File: src/rtl/wb_arbiter.sv
// Two-master Wishbone B4 arbiter: round-robin on simultaneous requests, ownership held for the whole CYC,
// and a watchdog that terminates a transfer the slave never acknowledges.
module wb_arbiter #(
    parameter int          TIMEOUT      = 255,
    parameter logic [31:0] TIMEOUT_DATA = 32'h0000_0000
) (
    input  logic        clk,
    input  logic        rst,

    // master 0 (load/store unit)
    input  logic        m0_cyc_i,
    input  logic        m0_stb_i,
    input  logic        m0_we_i,
    input  logic [31:0] m0_adr_i,
    input  logic [31:0] m0_dat_i,
    output logic [31:0] m0_dat_o,
    output logic        m0_ack_o,

    // master 1 (instruction fetch)
    input  logic        m1_cyc_i,
    input  logic        m1_stb_i,
    input  logic        m1_we_i,
    input  logic [31:0] m1_adr_i,
    input  logic [31:0] m1_dat_i,
    output logic [31:0] m1_dat_o,
    output logic        m1_ack_o,

    // shared slave bus
    output logic [31:0] s_adr_o,
    output logic [31:0] s_dat_o,
    output logic        s_we_o,
    output logic        s_stb_o,
    output logic        s_cyc_o,
    input  logic [31:0] s_dat_i,
    input  logic        s_ack_i,

    output logic [1:0]  grant,
    output logic        timeout
);

    typedef enum logic [1:0] {
        IDLE   = 2'd0,
        GRANT0 = 2'd1,
        GRANT1 = 2'd2
    } state_t;

    localparam logic [15:0] WDOG_LAST = 16'(TIMEOUT - 1);

    state_t      state_q, state_d;
    logic        last_owner_q, last_owner_d;
    logic [15:0] wdog_q, wdog_d;

    logic        own_stb;
    logic        wd_expire;

    // Selects depend only on the state, so an idle master's X inputs never reach the outputs.
    assign own_stb   = (state_q == GRANT0) ? m0_stb_i :
                       (state_q == GRANT1) ? m1_stb_i : 1'b0;
    assign wd_expire = own_stb && !s_ack_i && (wdog_q == WDOG_LAST);

    always_ff @(posedge clk or negedge rst) begin
        if (!rst) begin
            state_q      <= IDLE;
            last_owner_q <= 1'b1;
            wdog_q       <= 16'd0;
        end else begin
            state_q      <= state_d;
            last_owner_q <= last_owner_d;
            wdog_q       <= wdog_d;
        end
    end

    always_comb begin
        state_d      = state_q;
        last_owner_d = last_owner_q;
        case (state_q)
            IDLE: begin
                if (m0_cyc_i && m1_cyc_i) begin
                    state_d = last_owner_q ? GRANT0 : GRANT1;
                end else if (m0_cyc_i) begin
                    state_d = GRANT0;
                end else if (m1_cyc_i) begin
                    state_d = GRANT1;
                end
            end
            GRANT0: begin
                if (!m0_cyc_i) begin
                    state_d      = m1_cyc_i ? GRANT1 : IDLE;
                    last_owner_d = 1'b0;
                end
            end
            GRANT1: begin
                if (!m1_cyc_i) begin
                    state_d      = m0_cyc_i ? GRANT0 : IDLE;
                    last_owner_d = 1'b1;
                end
            end
            default: state_d = IDLE;
        endcase

        // An expiry acts as the ACK of the stalled transfer, so the count restarts after it.
        wdog_d = wdog_q;
        if ((state_d != state_q) || !own_stb || s_ack_i || wd_expire) begin
            wdog_d = 16'd0;
        end else begin
            wdog_d = wdog_q + 16'd1;
        end
    end

    always_comb begin
        s_adr_o  = 32'd0;
        s_dat_o  = 32'd0;
        s_we_o   = 1'b0;
        s_stb_o  = 1'b0;
        s_cyc_o  = 1'b0;
        m0_ack_o = 1'b0;
        m1_ack_o = 1'b0;
        m0_dat_o = s_dat_i;
        m1_dat_o = s_dat_i;
        grant    = 2'b00;
        timeout  = wd_expire;
        case (state_q)
            GRANT0: begin
                grant    = 2'b01;
                s_adr_o  = m0_adr_i;
                s_dat_o  = m0_dat_i;
                s_we_o   = m0_we_i;
                s_stb_o  = m0_stb_i && !wd_expire;
                s_cyc_o  = m0_cyc_i && !wd_expire;
                m0_ack_o = s_ack_i || wd_expire;
                if (wd_expire) begin
                    m0_dat_o = TIMEOUT_DATA;
                end
            end
            GRANT1: begin
                grant    = 2'b10;
                s_adr_o  = m1_adr_i;
                s_dat_o  = m1_dat_i;
                s_we_o   = m1_we_i;
                s_stb_o  = m1_stb_i && !wd_expire;
                s_cyc_o  = m1_cyc_i && !wd_expire;
                m1_ack_o = s_ack_i || wd_expire;
                if (wd_expire) begin
                    m1_dat_o = TIMEOUT_DATA;
                end
            end
            default: ;
        endcase
    end

endmodule

File: config.mk
export PLATFORM = sky130hd
export DESIGN_NAME = wb_arbiter
export DESIGN_NICKNAME = d
export VERILOG_FILES = /design/src/rtl/wb_arbiter.sv
export SDC_FILE = /design/constraint.sdc
export NUM_CORES = 1
export LEC_CHECK = 0
export ABC_AREA = 1
export CORE_AREA = 2 2 118 120
export CTS_BUF_LIST = sky130_fd_sc_hd__clkbuf_16
export DETAILED_ROUTE_END_ITERATION = 8
export DIE_AREA = 0 0 120 122
export HOLD_SLACK_MARGIN = 0.03
export SYNTH_ARGS = -nofsm -noshare
export SYNTH_HDL_FRONTEND = slang
export SYNTH_SLANG_ARGS = --single-unit
File: constraint.sdc
create_clock -name clk -period 1.9 [get_ports clk]
set_input_delay 0.19 -clock clk [delete_from_list [all_inputs] [get_ports clk]]
set_output_delay 0.19 -clock clk [all_outputs]
set_load 0.1 [all_outputs]
# After elaboration in Yosys (flattened, before gate mapping)
# Cells that the tools add are included.
word_totals:
  ff_bits: 19
  out_inout_bits: 136
  elab_cells: 53
classes:
  add_sub_neg: 1
  n_eq_ne: 6
  mux: 26
  n_reduce_logical: 17
op_table:
  columns: ["cell", "count"]
  rows:
  - ["32-bit one-hot mux with 2 select lines", 2]
  - ["32-bit 2-to-1 mux", 3]
  - ["16-bit by 1-bit adder with 16-bit output, second input constant", 1]
  - ["16-bit by 8-bit == test with 1-bit output, second input constant", 1]
  - ["16-bit 2-to-1 mux", 1]
  - ["2-bit 2-to-1 mux", 7]
  - ["1-bit one-hot mux with 2 select lines", 4]
  - ["1-bit logical AND", 7]
  - ["1-bit 2-to-1 mux", 7]
  - ["2-bit one-hot mux with 3 select lines", 1]
  - ["1-bit logical OR", 4]
  - ["2-bit != test, second input constant", 2]
  - ["2-bit one-hot mux with 2 select lines", 1]
  - ["1-bit zero test", 3]
  - ["3-bit AND reduction", 1]
  - ["2-bit by 1-bit == test with 1-bit output, second input constant", 1]
  - ["2-bit == test, second input constant", 1]
  - ["2-bit zero test", 1]
  - ["2-bit != test", 1]
  - ["2-bit nonzero test", 1]

# Depth between registers and ports, before layout
# Gate-level depths: netlist (run 1).
depth:
  word_depth: 9
  mapped_depth: 11

# Worst setup path after synthesis (run 1)
# OpenSTA, ideal clock, no wires.
synth_path:
  path_type: "register to output"
  from: "register state_q[1]"
  to: "output s_cyc_o"
  arrival_time_ns: 3.600
  required_ns: 1.710
  path_slack_ns: -1.890
  path_stages_with_launch: 10
  path_cell_list: "dfrtp_1 inv_1 ha_1 inv_1 or2_2 nand3_1 inv_1 nand3_2 nand2_1 a21oi_1"
synth_via:
  elab_chain_cells: 8
synth_lines:
  columns: ["item", "line_no", "text"]
  rows:
  - ["start: declaration", "49", "state_t state_q, state_d;"]
  - ["start signal: assignment", "67", "state_q <= state_d;"]
  - ["2-bit == test", "58, 122", null]
  - ["1-bit 2-to-1 mux", "58", "(state_q == GRANT1) ? m1_stb_i : 1'b0;"]
  - ["1-bit 2-to-1 mux", "57", "assign own_stb = (state_q == GRANT0) ? m0_stb_i :"]
  - ["1-bit logical AND (2 in a row)", "59", "assign wd_expire = own_stb && !s_ack_i && (wdog_q == WDOG_LAST);"]
  - ["1-bit zero test", "129, 141", null]
  - ["1-bit logical AND, on equally long branches", "141, 129", null]
  - ["1-bit one-hot mux with 2 select lines *", "122", "case (state_q)"]
  - ["end: declaration", "33", "output logic s_cyc_o,"]
# Mark *: on every way between the ends. The rest lies on a longest branch, timed or not.

# Worst setup path in the final report (run 1)
layout_path:
  from: "register state_q[1]"
  to: "output m1_dat_o[6]"
layout_via:
  elab_chain_cells: 7
layout_lines:
  columns: ["item", "line_no", "text"]
  rows:
  - ["2-bit == test", "58, 122", null]
  - ["1-bit 2-to-1 mux", "58", null]
  - ["1-bit 2-to-1 mux", "57", null]
  - ["1-bit logical AND (2 in a row)", "59", null]
  - ["32-bit 2-to-1 mux", "143", "if (wd_expire) begin"]
  - ["32-bit 2-to-1 mux *", "122", null]
  - ["end: declaration", "25", "output logic [31:0] m1_dat_o,"]
# Marked as above.

==> impl_metrics.toml, run 1 <==
[run_status]
outcome = "finished with violations"
violations = "setup timing"

[worst_setup_path]
crit_chain = "inv_4 > ha_4 > inv_4 > or2_4 > nand3_4 > inv_2 > nand3_4 > nor2_4 > buf_12 > nor2_4 > buf_12"
cp.arrival_ns = 2.01
worstPathRequired_ns = 1.71
critPathSlowestCell = "dfrtp_2"
crit_type = "reg -> out"
cpPeakStageDelay_ns = 0.42
cp-start-kind = "flip-flop"
crit_path_end_kind = "output port"
worstPathMaxFanout = 17

[die]
die_h_um = 122
die-area_um2 = 14600
die_x_um = 120
ioPinCount = 305
fp.coreArea_um2 = 13500
start_util = 0.201
rows = 43

[cells_and_area]
nNetsFinal = 1043
final_common_cell = "clkdlybuf4s50_1"
drive_gt1_frac = 0.506
fin_cells = 1046
layout_common_cells = "clkdlybuf4s50_1, buf_12, nand2_1, nor2_4, a21oi_4"
synthToLayoutAreaGrowth_pct = 264

[cts]
clock_path_buffers = 2
cts-hold-fix-buffers = 0
cts-buffers-inserted = 3
insertion_delay_ns = 0.25
cts_root_buf = "clkbuf_16"
clkTransAtPathRegs_ns = 0.05
htreeDepth = 1
clkSinkCount = 19
cts_tree = "built"

[synth]
syn_avg_cell_area_um2 = 5.40
ys_async_sr_fraction = 1.00
ys_seq_area_frac = 0.176
yosysWarnings = 0
synth.top_cell.area_share = 0.246
yosysTopAreaCell = "nand2_1"
synth_area_um2 = 2710
synth-edff-count = 0
synthCells = 503
synthFlopType = "dfrtp_1"
synth_nets = 680
netlist_top_cells_area = "nand2_1, dfrtp_1, a21oi_1"
synth.distinct_cells = 26
ys_ff_latch = 19

[pwr]
p_int_mw = 5.84
leakagePower_nw = 3.88
power_frac_clock = 0.030
p_sw_mw = 8.40
seqPwrFrac = 0.035
p_total_mw = 14.2
power_density_nw_per_um2 = 1440
peakVddDrop_uv = 693
swShare = 0.590
comb_power_share = 0.935

[sta]
holdWs_ns = 0.338
hold_viol_final = 0
slew_violations = 0
period_minus_slack_ns = 2.20
max_freq_mhz = 455
post-route-period-util = 1.16
slew_headroom = 0.569
setup_slack_ns = -0.298
tightest_slew_ns = 0.644
rsz0062_at_grt = "yes"
finalSetupViolCount = 150
clock_skew_ns = 0.00197

[global_route]
grt_pass1_vias = 4598
grt_first_pass_wirelength_mm = 27.9
antenna_found_initial = 1
grt_overflow = 0
grt.total_usage = 0.245
grt_max_degree = 47

[routing]
routedWlPerCell_um = 19.5
vias = 4796
routed_wl_mm = 20.4
postRouteAntennaNets = 0
first_pass_iters = 4
drt_iter0_drc = 208
drcViolationCount = 0
via_per_inst = 4.59

[placement]
place.gp.congestion = 0.907
port_buffers = 304
placed_cells = 1001
hpwl_mm = 15.1

[worst_hold_path]
hold_class = "in -> async"

[run]
drv_cap = 0
per-stage QoR:
stage / worst slack [ns] / util / setup TNS, ns / area [um^2]
floorplan: -0.945 / - / -57.56 / 3820
global placement: -0.0135 / 0.635 / -0.279 / 8570
detailed placement: -0.0684 / 0.635 / -2.60 / 8570
CTS: -0.318 / 0.677 / -36.00 / 9150
global route: -0.397 / 0.731 / -44.76 / 9870
finish: -0.298 / 0.731 / -32.61 / 9870
layer usage:
| metal | global-route usage | wire length, um | up-vias |
|---|---|---|---|
| li1 | - | - | 2294 |
| met1 | 0.269 | 6940 | 2325 |
| met2 | 0.460 | 11300 | 142 |
| met3 | 0.0684 | 1550 | 35 |
| met4 | 0.0699 | 625 | 0 |
| met5 | 0 | 0 | - |
final cells by class:
cell class              count  area [um^2]
flip-flops and latches     19          479
well taps                 180          225
clock buffers               3         75.1
multi-input cells         396         3420
clock inverters             1         3.75
fillers                   911         3640
inverters                  59          245
repair inverters            1         11.3
diodes                      1         2.50
repair buffers            386         5400
cell families after synthesis:
kind of cell / count (synthesis) / share of synthesized area
AO/OA/AOI/OAI: 72 / 0.133
buffers and inverters: 88 / 0.145
adder cells (fa/ha/maj): 8 / 0.0369
XOR/XNOR: 9 / 0.0290
AND/OR/NAND/NOR: 307 / 0.480
flip-flops: 19 / 0.176
power by group through the flow:
| stage | clock network [mW] | registers, mW | logic, mW |
|---|---|---|---|
| 2_1_floorplan | 0 | 0.512 | 7.05 |
| 3_3_place_gp | 0 | 0.499 | 10.8 |
| 3_5_place_dp | 0 | 0.501 | 10.8 |
| 4_1_cts | 0.441 | 0.494 | 12.1 |
| 5_1_grt | 0.450 | 0.499 | 13.7 |
| 6_report | 0.428 | 0.494 | 13.3 |
flip-flops by register name, indices dropped and copies added, names as in the netlist:
| register | count |
|---|---|
| wdog_q | 16 |
| state_q | 2 |
| last_owner_q | 1 |
Yosys cell counts (4+ instances only):
cell	n
nor3_1	12
xor2_1	6
nor2_1	79
dfrtp_1	18
inv_1	58
buf_2	6
nand3_1	17
a21oi_1	70
buf_6	7
ha_1	8
nand2_1	178
nor3_2	10
clkbuf_1	13
nand4_1	4
repair_timing:
action / 4_1_cts / 5_1_grt
buffers inserted: 15 / 16
resized for setup: 66 / 109
setup endpoints to repair: 134 / 150
pin swaps: 8 / 35
gates cloned: 4 / 6
path summary, 6_finish.rpt:
path / start / cells after the start / end / slack (ns)
max: state_q[1] / 11 / m1_dat_o[6] / -0.30
min: rst / 1 / wdog_q[9] / 0.34
max reg2reg: state_q[1] / 14 / wdog_q[1] / -0.27
min reg2reg: last_owner_q / 2 / last_owner_q / 0.50
max in group asynchronous: rst / 2 / wdog_q[10] / 1.01
min in group clk: last_owner_q / 2 / last_owner_q / 0.50
critical path: cells and delay by family, from the launching register on:
kind                       cells  cell delay [ns]
adders and majority gates      1             0.17
buffers and inverters          5             0.61
DFF                            1             0.42
and+or+nand+nor                5             0.54
No activity file was read; power rests on OpenSTA's default activity.
==> inputs of run 2 (changes only) <==
- ABC_CLOCK_PERIOD_IN_PS: not set -> 1900
==> results of run 2 <==
The final DEF is identical to that of run 1; final timing and power are the same.
==> inputs of run 3 (changes only) <==
- GPL_TIMING_DRIVEN: not set -> 0
==> run 3 against run 2 <==
  * The run still ends with setup timing left
  * Combinational power up 8%
  * Sequential share of layout area is 0.28 points lower
  * Highest routed layer unchanged
  * Maximum frequency down 7.7%
  * Sequential power barely moved
  * Global-route usage rose by 1.2 points
==> impl_metrics.toml, run 3 (same netlist as run 1, synthesis figures left out) <==
[run_status]
outcome = "finished with violations"
violations = "setup timing"

[cts]
clkTransAtPathRegs_ns = 0.06
insertion_delay_ns = 0.26
htreeDepth = 1
cts-hold-fix-buffers = 0
cts-buffers-inserted = 3
cts_root_buf = "clkbuf_16"
cts_tree = "built"
clock_path_buffers = 2
clkSinkCount = 19

[global_route]
grt_overflow = 0
antenna_found_initial = 1
grt.total_usage = 0.257
grt_max_degree = 20
grt_first_pass_wirelength_mm = 29.4
grt_pass1_vias = 5048

[sta]
setup_slack_ns = -0.481
clock_skew_ns = 0.00393
period_minus_slack_ns = 2.38
post-route-period-util = 1.25
hold_viol_final = 0
tns_ns = -47.12
slew_headroom = 0.387
tightest_slew_ns = 0.916
max_freq_mhz = 420
slew_violations = 0
rsz0062_at_grt = "yes"
finalSetupViolCount = 145

[die]
die_h_um = 122
die_x_um = 120
rows = 43
die-area_um2 = 14600
start_util = 0.201
fp.coreArea_um2 = 13500
ioPinCount = 305

[worst_setup_path]
worstPathMaxFanout = 6
worstPathRequired_ns = 1.71
cp.arrival_ns = 2.19
critPathSlowestCell = "dfrtp_2"
cpPeakStageDelay_ns = 0.41
crit_type = "reg -> out"
cp-start-kind = "flip-flop"
crit_path_end_kind = "output port"
crit_chain = "clkinv_4 > buf_6 > ha_4 > inv_2 > or2_4 > nand3_4 > inv_2 > nand3_4 > nor2_4 > buf_12 > clkbuf_16 > nor2_4 > buf_12"

[cells_and_area]
drive_gt1_frac = 0.526
design_area_um2 = 10500
largest_reg_flops = 16
fillers = 728
nNetsFinal = 1068
layout_common_cells = "clkdlybuf4s50_1, buf_12, nand2_1, a21oi_4, nor2_4"
finalCoreUtilization = 0.776
largest-register = "wdog_q"
multi_input_area_um2 = 3460
seq_area_um2 = 479
synthToLayoutAreaGrowth_pct = 286
final_common_cell = "clkdlybuf4s50_1"
top_regs = "wdog_q: 16 flops, state_q: 2 flops, last_owner_q: 1 flops"

[routing]
drcViolationCount = 0
via_per_inst = 4.83
routedWlPerCell_um = 21.3
postRouteAntennaNets = 0
first_pass_iters = 5
vias = 5174
drt_iter0_drc = 221
routed_wl_mm = 22.8

[placement]
dpl-instance-area_um2 = 7090
place.gp.congestion = 0.941
hpwl_mm = 14.2
port_buffers = 304

[pwr]
p_total_mw = 15.3
leakagePower_nw = 4.13
power_density_nw_per_um2 = 1460
peakVddDrop_uv = 707

[run]
drv_cap = 0

[worst_hold_path]
hold_class = "in -> async"
## run 3: layer usage
metal | share of wire | global-route usage
met5 | 0 | 0
met4 | 0.037 | 0.0507
met3 | 0.057 | 0.0473
met2 | 0.55 | 0.497
met1 | 0.36 | 0.292
## run 3: stage by stage
stage                     cells  worst slack [ns]  hold WS, ns
final                      1071            -0.481        0.447
after global routing       1071            -0.561        0.516
after CTS                  1047            -0.482        0.477
after detailed placement    987             -1.21        0.494
after global placement      987             -1.19        0.488
after floorplan             503            -0.945       -0.106
## run 3: worst paths after layout
path	start	end	slack (ns)	depth (start not counted)
setup / recovery	state_q[1]	m1_dat_o[30]	-0.48	13
hold reg to reg	wdog_q[0]	wdog_q[0]	0.52	1
min in group clk	wdog_q[0]	wdog_q[0]	0.52	1
max in group asynchronous	rst	state_q[0]	0.83	1
setup reg to reg	state_q[1]	wdog_q[5]	-0.16	13
hold / removal	rst	wdog_q[12]	0.45	1
## run 3: critical path: cells and delay by family (launching register included)
family / cells / cell delay (ns)
adders and majority gates: 1 / 0.15
buffers and inverters: 7 / 0.87
DFF: 1 / 0.41
and+or+nand+nor: 5 / 0.52
## run 3: where the power goes
part	leakage, nW	internal [mW]	switching, mW
combinational	3.83	5.87	8.50
clock	0.0409	0.283	0.166
sequential	0.257	0.452	0.0451
total	4.13	6.61	8.71
## run 3: area by class of cell
class | instances | area share
Tap cell | 180 | 0.0215
Sequential cell | 19 | 0.0457
Buffer | 28 | 0.0553
Timing Repair Buffer | 384 | 0.517
Antenna cell | 1 | 0.000239
Multi-Input combinational cell | 396 | 0.330
Clock buffer | 3 | 0.00717
Clock inverter | 1 | 0.000478
Inverter | 59 | 0.0227
## run 3: repair_timing
item | 4_1_cts | 5_1_grt
resized for setup | 1253 | 217
buffers inserted | 48 | 24
endpoints found under the setup margin | 136 | 150
pin swaps | 32 | 65
cloned | 9 | 10
